$ cat config.mk
export PLATFORM = sky130hd
export DESIGN_NAME = tff_chain
export DESIGN_NICKNAME = d
export VERILOG_FILES = /design/src/rtl/tff_chain_pkg.sv /design/src/rtl/tff_stage.sv /design/src/rtl/tff_chain.sv
export SDC_FILE = /design/constraint.sdc
export NUM_CORES = 1
export LEC_CHECK = 0
export CORE_UTILIZATION = 39
export DETAILED_ROUTE_END_ITERATION = 12
export GPL_TIMING_DRIVEN = 0
export HOLD_SLACK_MARGIN = 0.1
export PLACE_DENSITY = 0.71
export RECOVER_POWER = 100
export SLEW_MARGIN = 10
export SYNTH_ARGS = -nofsm -noshare
export SYNTH_HDL_FRONTEND = slang
export SYNTH_HIERARCHICAL = 1
export SYNTH_SLANG_ARGS = --single-unit
$ cat constraint.sdc
create_clock -name clk -period 1.2 [get_ports clk]
set_input_delay 0.12 -clock clk [delete_from_list [all_inputs] [get_ports clk]]
set_output_delay 0.12 -clock clk [all_outputs]
set_load 0.005 [all_outputs]
$ cat src/rtl/tff_chain_pkg.sv
// Shared constants for the cascaded toggle / delay-line chain.
// Mode encodings are visible to both the stage register and the top.
package tff_chain_pkg;

    localparam logic MODE_TOGGLE = 1'b0;
    localparam logic MODE_DELAY  = 1'b1;

    // One lane-vector step of a stage, shared so the top can predict q's next value.
    function automatic logic stage_bit_next(input logic mode, input logic cur, input logic din);
        return (mode == MODE_DELAY) ? din : (cur ^ din);
    endfunction

endpackage

$ cat src/rtl/tff_stage.sv
// One WIDTH-bit stage of the chain: T flip-flops in toggle mode, D flip-flops in delay mode.
// Holds while en is low; synchronous active-high reset clears every lane.
module tff_stage
    import tff_chain_pkg::*;
#(
    parameter int WIDTH = 1
) (
    input  logic             clk,
    input  logic             rst,
    input  logic             en,
    input  logic             mode,
    input  logic [WIDTH-1:0] din,
    output logic [WIDTH-1:0] q
);

    logic [WIDTH-1:0] q_reg;
    logic [WIDTH-1:0] q_next;

    // Lanes are built separately so no lane can ever see another lane's data.
    genvar gi;
    generate
        for (gi = 0; gi < WIDTH; gi++) begin : g_lane
            always_comb begin
                q_next[gi] = q_reg[gi];
                if (en) begin
                    q_next[gi] = stage_bit_next(mode, q_reg[gi], din[gi]);
                end
            end
        end
    endgenerate

    always_ff @(posedge clk) begin
        if (rst) begin
            q_reg <= '0;
        end else begin
            q_reg <= q_next;
        end
    end

    assign q = q_reg;

endmodule

$ cat src/rtl/tff_chain.sv
// Cascade of STAGES tff_stage registers with a tap bus and a saturating counter
// of enabled edges on which the last stage changes value.
module tff_chain
    import tff_chain_pkg::*;
#(
    parameter int WIDTH  = 1,
    parameter int STAGES = 2,
    parameter int CNT_W  = 8
) (
    input  logic                      clk,
    input  logic                      rst,
    input  logic                      en,
    input  logic                      mode,
    input  logic [WIDTH-1:0]          data,
    input  logic                      cnt_clr,
    output logic [WIDTH-1:0]          q,
    output logic [STAGES*WIDTH-1:0]   taps,
    output logic [CNT_W-1:0]          chg_cnt
);

    localparam logic [CNT_W-1:0] CNT_MAX = '1;

    logic [WIDTH-1:0] stage_in [STAGES];
    logic [WIDTH-1:0] stage_q  [STAGES];

    genvar gi;
    generate
        for (gi = 0; gi < STAGES; gi++) begin : g_stage
            if (gi == 0) begin : g_head
                assign stage_in[gi] = data;
            end else begin : g_link
                assign stage_in[gi] = stage_q[gi-1];
            end

            tff_stage #(
                .WIDTH (WIDTH)
            ) u_stage (
                .clk  (clk),
                .rst  (rst),
                .en   (en),
                .mode (mode),
                .din  (stage_in[gi]),
                .q    (stage_q[gi])
            );

            assign taps[gi*WIDTH +: WIDTH] = stage_q[gi];
        end
    endgenerate

    assign q = stage_q[STAGES-1];

    // Predicted next value of q, used only to decide whether this edge changes q.
    logic [WIDTH-1:0] q_next;
    logic             q_changed;

    generate
        for (gi = 0; gi < WIDTH; gi++) begin : g_qnext
            always_comb begin
                q_next[gi] = q[gi];
                if (en) begin
                    q_next[gi] = stage_bit_next(mode, q[gi], stage_in[STAGES-1][gi]);
                end
            end
        end
    endgenerate

    assign q_changed = (q_next != q);

    logic [CNT_W-1:0] cnt_reg;
    logic [CNT_W-1:0] cnt_next;

    always_comb begin
        cnt_next = cnt_reg;
        if (cnt_clr) begin
            cnt_next = '0;
        end else if (q_changed && (cnt_reg != CNT_MAX)) begin
            cnt_next = cnt_reg + 1'b1;
        end
    end

    always_ff @(posedge clk) begin
        if (rst) begin
            cnt_reg <= '0;
        end else begin
            cnt_reg <= cnt_next;
        end
    end

    assign chg_cnt = cnt_reg;

endmodule

==> results.md, run 1 <==
* Gr ovfl total at 0
* Worst slack, placed at -503 ps
* Library cells used by synthesis at 30
* DRC at 0
* Die Area at around 1600 sq um
* Netlist Area Pre-Place at 566 sq um
* Leak at 0.437 nW
* Fraction of the yosys area taken by sequential cells at 35.4%
* Clock root buffer: clkbuf_4
* CTS buffer count at 3
* Die width at 40.1 microns
* CP Launch Type: flip-flop
* Clock Sinks at 10
* Gr busiest metal: met2
* CP max stage delay at 380 ps
* Total GRT Usage at 21.8%
* Final min period at 1300 ps
* Vias in the first global route at 495
* Hold crit path type: flip-flop to flip-flop
* Synth Warn # at 6
* Cell area power density at 793 nW/um^2
* Nets at 98
* Failing checks: negative setup slack
* Mean post-synth cell area at 8.98 sq um
* CTS tree: yes
* Unrepaired setup endpoints after global routing: true
* Final critical-path setup slack at -99.9 ps
* Layout cells sized above 1 at 35.6%
* Drt total wl at 1440 microns
* Register Area at 230 sq um
* VDD IR max at 0.739 mV
* Multi-input gate area at 418 sq um
* Max reg flops at 8
* Cell Rows at 13
* Mapped Nets at 70
* DR vias/cell at about 5.6
* Wire per inst at 13.8 microns
* 1st-iter DRT viols at 4
* Slowest CP cell: or3_4
* Max Clk Rate at 769 MHz
* Met1 usage at 27.2%
* Largest buffer count on any clock path at 2
* Synth Register Bits at 10
* Fin. max-slew vios at 0
* Critical path buffers and inverters at 0
* Critical Path, Cell by Cell: and3b_2 -> o21ai_4 -> or3_4 -> a21oi_2
* Crit Path Class: flip-flop to flip-flop
* Final period util at 108%
* Port bufs at 16
* Count of final setup violators at 6
* Max_cap viols at 0
* CP max FO at 5
* Initial Util at 42.9%
* Cell family with most CP delay: simple AND/OR/NAND/NOR gates
* Clock Pin Slew Worst Setup and Hold Paths at 60 ps
* Diode count at 0
* First-pass GRT wire length at 2270 microns
* Crit. End Element: flip-flop
* Slew headroom at ~70%
* Final Skew at 3.19 ps
* Ports at 17
* Cells after synthesis at 63
* Met3 usage at 8.33%
* Post-DP HPWL at 908 microns
* M2 GR Usage at 33.9%
* Clock H-tree levels at 1
* Die Y at 40.1 microns
* Final GP Congestion at 0.704
* Routed via count at 586
* Fillers at 102
* Final hold viol count at 0
* Core area at 1320 sq um
* Largest net degree at the start of global routing at 8
* Req. time, crit path at 1400 ps
* Final hold slack at 477 ps
* Crit path arrival time at 1490 ps
* Initial antenna violation count at 0
* Area growth syn-to-layout at 63.7%
* Outcome: complete, but fails checks
* Clk Latency, worst-skew pair at 270 ps
* Antenna Nets Post-Route at 0
* DRT Pass-1 Iters at 5
* Slew @ Worst Pin at 452 ps
[per-stage QoR]
| step | power [mW] | cell area [sq um] | std cells | setup TNS, ps | utilization (%) |
|---|---|---|---|---|---|
| 6_report | 0.734 | 926 | 105 | -349 | 70.3 |
| 5_1_grt | 0.768 | 926 | 105 | -940 | 70.3 |
| 4_1_cts | 0.734 | 882 | 104 | -481 | 67.0 |
| 3_5_place_dp | 0.436 | 757 | 94 | -3560 | 57.5 |
| 3_3_place_gp | 0.434 | 757 | 94 | -3340 | 57.5 |
| 2_1_floorplan | 0.390 | 578 | 63 | -26.2 | - |
[final cells by class]
| class | instances | area share, % |
|---|---|---|
| multi-input cells | 50 | 45.1 |
| well taps | 15 | 2.03 |
| plain buffers | 1 | 0.811 |
| clock buffers | 4 | 3.92 |
| inverters | 2 | 0.811 |
| repair buffers | 23 | 22.4 |
| flip-flops and latches | 10 | 24.9 |
[repair_timing]
item,CTS,global route
buffers inserted,6,1
resized for setup,29,10
pin swaps,4,3
endpoints found under the hold margin,0,0
setup endpoints to repair,19,11
hold buffers,0,0
[power breakdown]
group          switching, mW  total, mW  internal (mW)
combinational         0.0457      0.102         0.0563
clock                  0.118      0.302          0.184
sequential           0.00701      0.330          0.323
total                  0.170      0.734          0.564
[Yosys cell counts]
cell | count | share of area (%)
mux2_1 | 2 | 4.0
a32o_1 | 2 | 3.5
o21ai_0 | 4 | 3.5
a21boi_2 | 1 | 2.0
and2_1 | 1 | 1.1
and3b_2 | 1 | 1.8
and4b_1 | 1 | 1.8
nand2_1 | 5 | 3.3
dfxtp_1 | 10 | 35
o211ai_2 | 1 | 2.2
o31ai_1 | 3 | 4.0
o211ai_1 | 3 | 4.0
buf_4 | 1 | 1.3
inv_1 | 2 | 1.3
ha_1 | 1 | 2.2
o41ai_1 | 1 | 1.5
nor3_1 | 1 | 0.88
o21ai_2 | 1 | 1.5
or2_0 | 1 | 1.1
o311ai_1 | 1 | 1.5
nor2b_1 | 2 | 2.2
mux2i_1 | 1 | 1.8
or3_1 | 2 | 2.2
nand4_1 | 2 | 2.2
o211a_1 | 2 | 3.5
nand3_1 | 2 | 1.8
a21oi_1 | 2 | 1.8
a31o_1 | 1 | 1.5
nor2_1 | 4 | 2.7
and3_1 | 2 | 2.2
[worst reg2reg max path: stages, from the launching register on]
cell     delay, ps
dfxtp_4        350
and3b_2        310
o21ai_4         80
or3_4          380
a21oi_2        120
[layout by cell type, fill, tap and decap left out, types with 2 or more instances in the layout]
cell type        instances
dfxtp_4                  8
buf_4                    9
o31ai_1                  2
clkbuf_4                 3
nor2b_1                  2
nand2_1                  5
nand4_1                  2
and3_1                   2
clkdlybuf4s50_1          4
a32o_1                   2
dlymetal6s2s_1           3
o211ai_1                 3
inv_1                    2
dlygate4sd2_1            8
nor2_1                   3
o21ai_0                  4
mux2_1                   2
nand3_1                  2
dfxtp_1                  2
[path summary, 6_finish.rpt]
check | startpoint | endpoint | slack [ps] | depth (start not counted)
max | g_stage[0].u_stage/q | chg_cnt[0] | -100 | 4
min | chg_cnt[4] | chg_cnt[4] | 480 | 1
min reg2reg | chg_cnt[4] | chg_cnt[4] | 480 | 1
max reg2reg | g_stage[0].u_stage/q | chg_cnt[0] | -100 | 4
[cell families (layout without fill, tap and decap cells)]
| family | after synthesis | after routing | synth area share, % |
|---|---|---|---|
| adders and majority gates | 1 | 1 | 2.21 |
| AOI/OAI and AO/OA | 22 | 22 | 30.8 |
| DFF | 10 | 10 | 35.4 |
| and+or+nand+nor | 24 | 24 | 23.2 |
| buffers and inverters | 3 | 30 | 2.66 |
| muxes | 3 | 3 | 5.75 |
[layer usage]
metal / vias to the layer above / wire length, microns
met5: - / 0
met4: 0 / 12
met3: 2 / 100
met2: 18 / 672
met1: 260 / 658
li1: 306 / -
Power figures use the tool's default switching activity.
==> run 2: changes to the inputs <==
--- a/config.mk
+++ b/config.mk
@@ -7,6 +7,7 @@
 export LEC_CHECK = 0
 export CORE_UTILIZATION = 39
 export DETAILED_ROUTE_END_ITERATION = 12
+export GPL_ROUTABILITY_DRIVEN = 0
 export GPL_TIMING_DRIVEN = 0
 export HOLD_SLACK_MARGIN = 0.1
 export PLACE_DENSITY = 0.71
==> results of run 2 <==
No change in the layout: final DEF, timing and power equal those of run 1.
